`src/rtl/mismatch_monitor_pkg.sv`:
```
// Shared types and default sizing for the mismatch monitor.
// Build option MISMATCH_MONITOR_BITMASK_EN (see mismatch_monitor.sv) does not affect this file.
package mismatch_monitor_pkg;

    localparam int DEF_WIDTH = 8;
    localparam int DEF_CNT_W = 16;

    typedef enum logic [1:0] {
        IDLE = 2'd0,
        RUN  = 2'd1,
        DONE = 2'd2
    } state_t;

endpackage

```
`src/rtl/mismatch_monitor_sat_counter.sv`:
```
// Saturating up-counter with synchronous clear; holds at all-ones instead of wrapping.
module sat_counter #(
    parameter int W = 16
) (
    input  logic         clk,
    input  logic         reset,
    input  logic         clear,
    input  logic         en,
    output logic [W-1:0] q
);

    always_ff @(posedge clk) begin
        if (reset || clear) begin
            q <= '0;
        end else if (en && (q != '1)) begin
            q <= q + W'(1);
        end
    end

endmodule

```
`src/rtl/mismatch_monitor.sv`:
```
// Windowed ref/dut comparator: counts samples and failures between start and stop,
// latching the index of the first failure. Define MISMATCH_MONITOR_BITMASK_EN to add err_mask.
module mismatch_monitor
    import mismatch_monitor_pkg::*;
#(
    parameter int WIDTH = DEF_WIDTH,
    parameter int CNT_W = DEF_CNT_W
) (
    input  logic             clk,
    input  logic             reset,
    input  logic             start,
    input  logic             stop,
    input  logic             sample_en,
    input  logic [WIDTH-1:0] ref_q,
    input  logic [WIDTH-1:0] dut_q,
    output logic             busy,
    output logic             done,
    output logic             mismatch,
    output logic [CNT_W-1:0] sample_count,
    output logic [CNT_W-1:0] error_count,
    output logic [CNT_W-1:0] first_err_idx,
    output logic             first_err_valid
`ifdef MISMATCH_MONITOR_BITMASK_EN
    ,
    output logic [WIDTH-1:0] err_mask
`endif
);

    state_t state, state_nxt;
    logic   counted;
    logic   failing;
    logic   err_hit;

    // A start cycle only opens the window; its sample belongs to no window.
    assign counted = sample_en && (state == RUN) && !start;
    assign failing = (ref_q != dut_q);
    assign err_hit = counted && failing;

    always_ff @(posedge clk) begin
        if (reset) begin
            state <= IDLE;
        end else begin
            state <= state_nxt;
        end
    end

    always_comb begin
        state_nxt = state;
        if (start) begin
            state_nxt = RUN;
        end else if (stop && (state == RUN)) begin
            state_nxt = DONE;
        end
    end

    // state is a register, so these decode outputs carry no combinational input path.
    assign busy = (state == RUN);
    assign done = (state == DONE);

    sat_counter #(.W(CNT_W)) u_sample_cnt (
        .clk   (clk),
        .reset (reset),
        .clear (start),
        .en    (counted),
        .q     (sample_count)
    );

    sat_counter #(.W(CNT_W)) u_error_cnt (
        .clk   (clk),
        .reset (reset),
        .clear (start),
        .en    (err_hit),
        .q     (error_count)
    );

    always_ff @(posedge clk) begin
        if (reset || start) begin
            mismatch        <= 1'b0;
            first_err_idx   <= '0;
            first_err_valid <= 1'b0;
        end else begin
            mismatch <= err_hit;
            if (err_hit && !first_err_valid) begin
                first_err_idx   <= sample_count;
                first_err_valid <= 1'b1;
            end
        end
    end

`ifdef MISMATCH_MONITOR_BITMASK_EN
    always_ff @(posedge clk) begin
        if (reset || start) begin
            err_mask <= '0;
        end else if (counted) begin
            err_mask <= err_mask | (ref_q ^ dut_q);
        end
    end
`endif

endmodule
```
`config.mk`:
```
export PLATFORM = sky130hd
export DESIGN_NAME = mismatch_monitor
export DESIGN_NICKNAME = d
export VERILOG_FILES = /design/src/rtl/mismatch_monitor_pkg.sv /design/src/rtl/mismatch_monitor_sat_counter.sv /design/src/rtl/mismatch_monitor.sv
export SDC_FILE = /design/constraint.sdc
export NUM_CORES = 1
export LEC_CHECK = 0
export CORE_MARGIN = 4
export CORE_UTILIZATION = 28
export CTS_CLUSTER_DIAMETER = 30
export CTS_CLUSTER_SIZE = 16
export DETAILED_ROUTE_END_ITERATION = 10
export HOLD_SLACK_MARGIN = 0.08
export REMOVE_ABC_BUFFERS = 1
export SETUP_SLACK_MARGIN = 0.1
export SLEW_MARGIN = 40
export SYNTH_ARGS = -nofsm -noshare
export SYNTH_HDL_FRONTEND = slang
export SYNTH_SLANG_ARGS = --single-unit
export TNS_END_PERCENT = 5
```
`constraint.sdc`:
```
create_clock -name clk -period 3.05 [get_ports clk]
set_input_delay 0.61 -clock clk [delete_from_list [all_inputs] [get_ports clk]]
set_output_delay 0.61 -clock clk [all_outputs]
set_load 0.02 [all_outputs]
```
# Yosys cells after proc, flatten, opt, wreduce, memory -nomap -nowiden
# Index checks and enable logic that the tools add are counted.
[totals]
reg_bits = 52
inputBits = 21
[classes]
addsub = 2
n_eq_ne = 5
mux = 2
reduce_logical = 12
[ops]
columns = ["cell", "n"]
rows = [
  ["$add 16x1->16 const B", 2],
  ["$ne 16x16->1 const B", 2],
  ["$ne 8x8->1", 1],
  ["$logic_and 1x1->1", 7],
  ["$eq 2x1->1 const B", 1],
  ["$eq 2x2->1 const B", 1],
  ["$logic_not 1->1", 2],
  ["$mux 1", 2],
  ["$reduce_bool 2->1", 1],
  ["$reduce_or 2->1", 1],
  ["$logic_or 1x1->1", 1],
]

# Longest topological paths before layout
[depth]
ltp_word = 5
ltp_mapped = 7

# Cells and area by module
# A second synthesis with hierarchy kept.
[unflattened]
hier_cells = 289
hier_area_um2 = 2601.2
[by_module_without_submodules]
columns = ["mod", "instances", "cells_each", "area_each_um2", "seq_area_each_um2"]
rows = [
  ["sat_counter", 2, 95, 847.1, 320.3],
  ["mismatch_monitor", 1, 99, 907.1, 400.4],
]

# Worst setup path after synthesis
# No wires, ideal clock.
[synth_path]
path_kind = "register to register"
start = "reg u_sample_cnt.q[0]"
end = "reg u_sample_cnt.q[14]"
setup_time_ps = 70
arrival_ps = 1914
t_required_ps = 2980
path_slack_ps = 1065
stages_incl_launch_ff = 7
path_buffers = 0
synth_period_minus_slack_ps = 1985
path_cell_list = "dfxtp_1 ha_1 and4_4 nand2_2 or3_4 or3_1 a21oi_1"
[synth_between]
elab_chain_cells = 2
[synth_lines]
columns = ["element", "line", "source"]
rows = [
  ["start: declaration", "mismatch_monitor_sat_counter.sv:9", "output logic [W-1:0] q"],
  ["start signal: assignment", "mismatch_monitor_sat_counter.sv:16", "q <= q + W'(1);"],
  ["parallel branches: the longest is 2 deep, another holds $add 16x1->16", "n/a", ""],
]
# Parallel ways; which one is timed is not known.
# A chain may end at the register's enable or synchronous reset.

# Worst setup path in the final report
[layout_path]
start = "in start"
end = "reg u_sample_cnt.q[9]"
[layout_between]
elab_chain_cells = 3
[layout_lines]
columns = ["element", "line", "source"]
rows = [
  ["start: declaration", "mismatch_monitor.sv:11", "input logic start,"],
  ["$logic_not 1->1", "mismatch_monitor.sv:35", "assign counted = sample_en && (state == RUN) && !start;"],
  ["$logic_and 1x1->1", "mismatch_monitor.sv:35", ""],
  ["$logic_and 1x1->1", "mismatch_monitor_sat_counter.sv:15", "end else if (en && (q != '1)) begin"],
]
# Several ways; a longest one is shown, not always the timed one.

==> out/qor.log <==
qor: synth.synth-async-reset-ratio 0
qor: sta.timing.fmax 435.5 MHz
qor: clock_tree.clk_pin_slew_worst_paths 0.09 ns
qor: worst_setup_path.arrival 2.49 ns
qor: place.globalplace.congestion 0.7901
qor: synth.syn-mean-instance-area 8.962 um^2
qor: pwr.static-leakage-power 1.106 nW
qor: cells_and_area.post_route_cells_drive_above_1_share 0.06609
qor: place.io_buffer_count 72
qor: sta.setup_total_negative_slack 0 ns
qor: drt.drcViolationCount 0
qor: grt.grt_overflow 0
qor: sta.hold_viol 0
qor: worst_setup_path.critical_path.startpoint_type primary input
qor: clock_tree.cts_setup_buffers 0
qor: worst_setup_path.rr_startpoint u_error_cnt.q[0]
qor: worst_setup_path.criticalPathCategory primary input to register
qor: synth.yosysWarningCount 0
qor: worst_setup_path.worstSetupStartpoint start
qor: worst_hold_path.min_path_type register to register
qor: synth.synth.yosys.seq_area_share 0.4208
qor: clock_tree.clkLatencyLatePin 0.31 ns
qor: grt.grt_max_degree 31
qor: worst_setup_path.path_max_fanout 6
qor: cells_and_area.area_of_combinational_cells_with_multiple_inputs 1395 um^2
qor: grt.grt_pass1_wl 10290 um
qor: pwr.irDropWorstVdd 131.8 uV
qor: cells_and_area.layout.area.seq 1041 um^2
qor: drt.drt-vias-per-instance 4.939
qor: worst_setup_path.reg2reg_depth 6
qor: clock_tree.cts.repair.resized 0
qor: clock_tree.clock_path_buffers 2
qor: worst_setup_path.cp_top_family simple AND/OR/NAND/NOR gates
qor: grt.grtUsageTotal 0.1211
qor: pwr.power_density 344.1 nW/um^2
qor: run_status.run_status complete, no violations
qor: floorplan.coreArea 8678 um^2
qor: synth.syn_area 2474 um^2
qor: drt.antenna_violating_nets_post_route 0
qor: cells_and_area.fillerInstances 898
qor: sta.clock_skew 0.009304 ns
qor: synth.synth_cell_types 44
qor: synth.synth-edff-count 0
qor: grt.grt_antenna_before_repair 0
qor: synth.netlist_instances 276
qor: pwr.total_power 1.170 mW
qor: drt.postRouteWirelength 6162 um
qor: worst_setup_path.worst_path_largest_cell_delay 0.49 ns
qor: worst_hold_path.worst_hold_path.num_cells 2
qor: clock_tree.cts.sink_count 52
qor: floorplan.die-width 102.0 um
qor: floorplan.die_y 102.0 um
qor: sta.slew_headroom 0.5149
qor: worst_setup_path.cp-end-kind register
qor: floorplan.top_level_ports 73
qor: sta.period_needed 2.296 ns
qor: worst_setup_path.crit_buf_inv 1
qor: worst_hold_path.hold_path.startpoint u_error_cnt.q[15]
qor: place.dp_hpwl 4569 um
qor: synth.synthFlopType sky130_fd_sc_hd__dfxtp_1
qor: drt.total_number_of_vias 2252
qor: floorplan.std_cell_rows 34
qor: grt.via_count_of_the_first_global_routing_pass 2199
qor: job.max_cap_viol_count 0
qor: drt.post_drt_wl_per_cell 13.51 um
qor: sta.grt_setup_unrepaired false
qor: drt.dr_pass1_iterations 4
qor: worst_setup_path.slowest_stage sky130_fd_sc_hd__clkdlybuf4s50_1
qor: worst_setup_path.timing.critical_path.depth 6
qor: sta.drv_slew 0
qor: clock_tree.cts_root_buf sky130_fd_sc_hd__clkbuf_8
qor: clock_tree.ctsHoldBuffers 0
qor: synth.yosys_register_bits 52
qor: cells_and_area.antenna_cells 0
qor: cells_and_area.syn_to_final_growth 37.48%
qor: floorplan.initial_utilization 0.2850
qor: sta.final-setup-viol-count 0
qor: clock_tree.cts_tree yes
qor: worst_setup_path.critical_path.cell_chain clkdlybuf4s50_1 -> nand4bb_1 -> or3_4 -> a2111oi_2 -> xnor2_1 -> nor2_1
qor: worst_setup_path.cp_data_required_time 3.24 ns
qor: clock_tree.cts-htree-levels 2
qor: floorplan.floorplan.die_area 10400 um^2
qor: clock_tree.num_cts_buffers 5
qor: sta.timing.final.crit_share 0.7528
qor: sta.tightest_slew 0.7249 ns
qor: cells_and_area.final_net_count 370
qor: drt.detailedRoute.firstIterationViolations 97
==> cell usage in the layout, fill, tap and decap left out, types with 3 or more instances in the layout <==
cell type | synthesis | layout
sky130_fd_sc_hd__nor2_1 | 37 | 37
sky130_fd_sc_hd__o31ai_1 | 6 | 6
sky130_fd_sc_hd__nand4_1 | 10 | 10
sky130_fd_sc_hd__nand2_1 | 16 | 16
sky130_fd_sc_hd__mux2i_1 | 18 | 18
sky130_fd_sc_hd__or3_4 | 3 | 3
sky130_fd_sc_hd__xnor2_1 | 14 | 14
sky130_fd_sc_hd__nor4_1 | 6 | 6
sky130_fd_sc_hd__o21ai_1 | 6 | 6
sky130_fd_sc_hd__or3_1 | 14 | 14
sky130_fd_sc_hd__a21oi_1 | 20 | 20
sky130_fd_sc_hd__dfxtp_1 | 52 | 52
sky130_fd_sc_hd__or4_1 | 8 | 8
sky130_fd_sc_hd__o21ai_0 | 7 | 7
sky130_fd_sc_hd__clkbuf_8 | 0 | 6
sky130_fd_sc_hd__nand3_1 | 12 | 12
sky130_fd_sc_hd__clkdlybuf4s50_1 | 0 | 72
sky130_fd_sc_hd__nor3_1 | 5 | 5
==> per-stage QoR <==
stage | setup slack [ns] | util | cells | hold slack, ns | area, um^2
CTS | 0.7281 | 0.3919 | 456 | 0.5026 | 3401
floorplan | 0.7532 | - | 266 | 0.4909 | 2432
global placement | 0.2706 | 0.3806 | 448 | 0.4781 | 3303
global route | 0.6551 | 0.3919 | 456 | 0.5384 | 3401
detailed placement | 0.4206 | 0.3815 | 448 | 0.4893 | 3311
finish | 0.7539 | 0.3919 | 456 | 0.5034 | 3401
==> cell usage after synthesis, types with 2 or more instances <==
cell	number	area [um^2]
sky130_fd_sc_hd__or4_1	8	60.06
sky130_fd_sc_hd__or3_1	14	87.58
sky130_fd_sc_hd__xnor2_1	14	122.6
sky130_fd_sc_hd__nor2b_1	2	12.51
sky130_fd_sc_hd__a2111oi_2	2	30.03
sky130_fd_sc_hd__nand3_1	12	60.06
sky130_fd_sc_hd__ha_1	2	25.02
sky130_fd_sc_hd__a21oi_1	20	100.1
sky130_fd_sc_hd__o21a_1	2	15.01
sky130_fd_sc_hd__clkbuf_1	6	22.52
sky130_fd_sc_hd__nor2_1	37	138.9
sky130_fd_sc_hd__nand2_1	16	60.06
sky130_fd_sc_hd__o31ai_1	6	45.04
sky130_fd_sc_hd__xor2_1	2	17.52
sky130_fd_sc_hd__or2_2	2	12.51
sky130_fd_sc_hd__mux2i_1	18	180.2
sky130_fd_sc_hd__nand4_1	10	62.56
sky130_fd_sc_hd__o21ai_0	7	35.03
sky130_fd_sc_hd__nor3_1	5	25.02
sky130_fd_sc_hd__nor4_1	6	37.54
sky130_fd_sc_hd__buf_2	3	15.01
sky130_fd_sc_hd__nand3_2	2	20.02
sky130_fd_sc_hd__dfxtp_1	52	1041
sky130_fd_sc_hd__o21ai_1	6	30.03
sky130_fd_sc_hd__or3_4	3	33.78
==> per-layer routing <==
metal,wire (um),GRT usage,vias to the layer above
li1,-,-,1164
met1,2820,0.1539,1031
met2,2800,0.1979,51
met3,453,0.03481,6
met4,87,0.03935,0
met5,0,0,-
==> where the power goes <==
group          internal, mW  leakage (nW)  switching [mW]  total [mW]
Combinational        0.0435         0.641          0.0378      0.0813
Sequential            0.680         0.419         0.00264       0.683
Clock                 0.186        0.0455           0.220       0.406
Total                 0.910          1.11           0.261        1.17
==> flip-flops by register name (all words and copies together), names as in the netlist <==
signal           flops
u_sample_cnt.q      16
first_err_idx       16
mismatch             1
u_error_cnt.q       16
state                2
first_err_valid      1
==> worst min-delay path: stages, from the launching register on <==
cell and delay (ns):
sky130_fd_sc_hd__dfxtp_1 0.34, sky130_fd_sc_hd__o31ai_1 0.07, sky130_fd_sc_hd__a21oi_1 0.05
==> cell families after synthesis <==
| group | share of synthesized area |
|---|---|
| xor+xnor | 0.05665 |
| mux | 0.07284 |
| flops | 0.4208 |
| buf+inv | 0.01820 |
| compound gates | 0.1467 |
| simple gates | 0.2747 |
| fa+ha+maj | 0.01011 |
==> cell type report <==
class,instances,share of cell area
clock buffer,8,0.02649
inverter,1,0.001104
multi-input combinational,213,0.4102
sequential,52,0.3061
tap,108,0.03974
timing repair buffer,74,0.2163
==> final timing paths <==
check	to	slack [ns]
hold / removal	u_error_cnt.q[15]	0.50
hold reg to reg	u_error_cnt.q[15]	0.50
setup reg to reg	u_error_cnt.q[5]	0.95
setup / recovery	u_sample_cnt.q[9]	0.75
(Power assumes the default switching activity.)
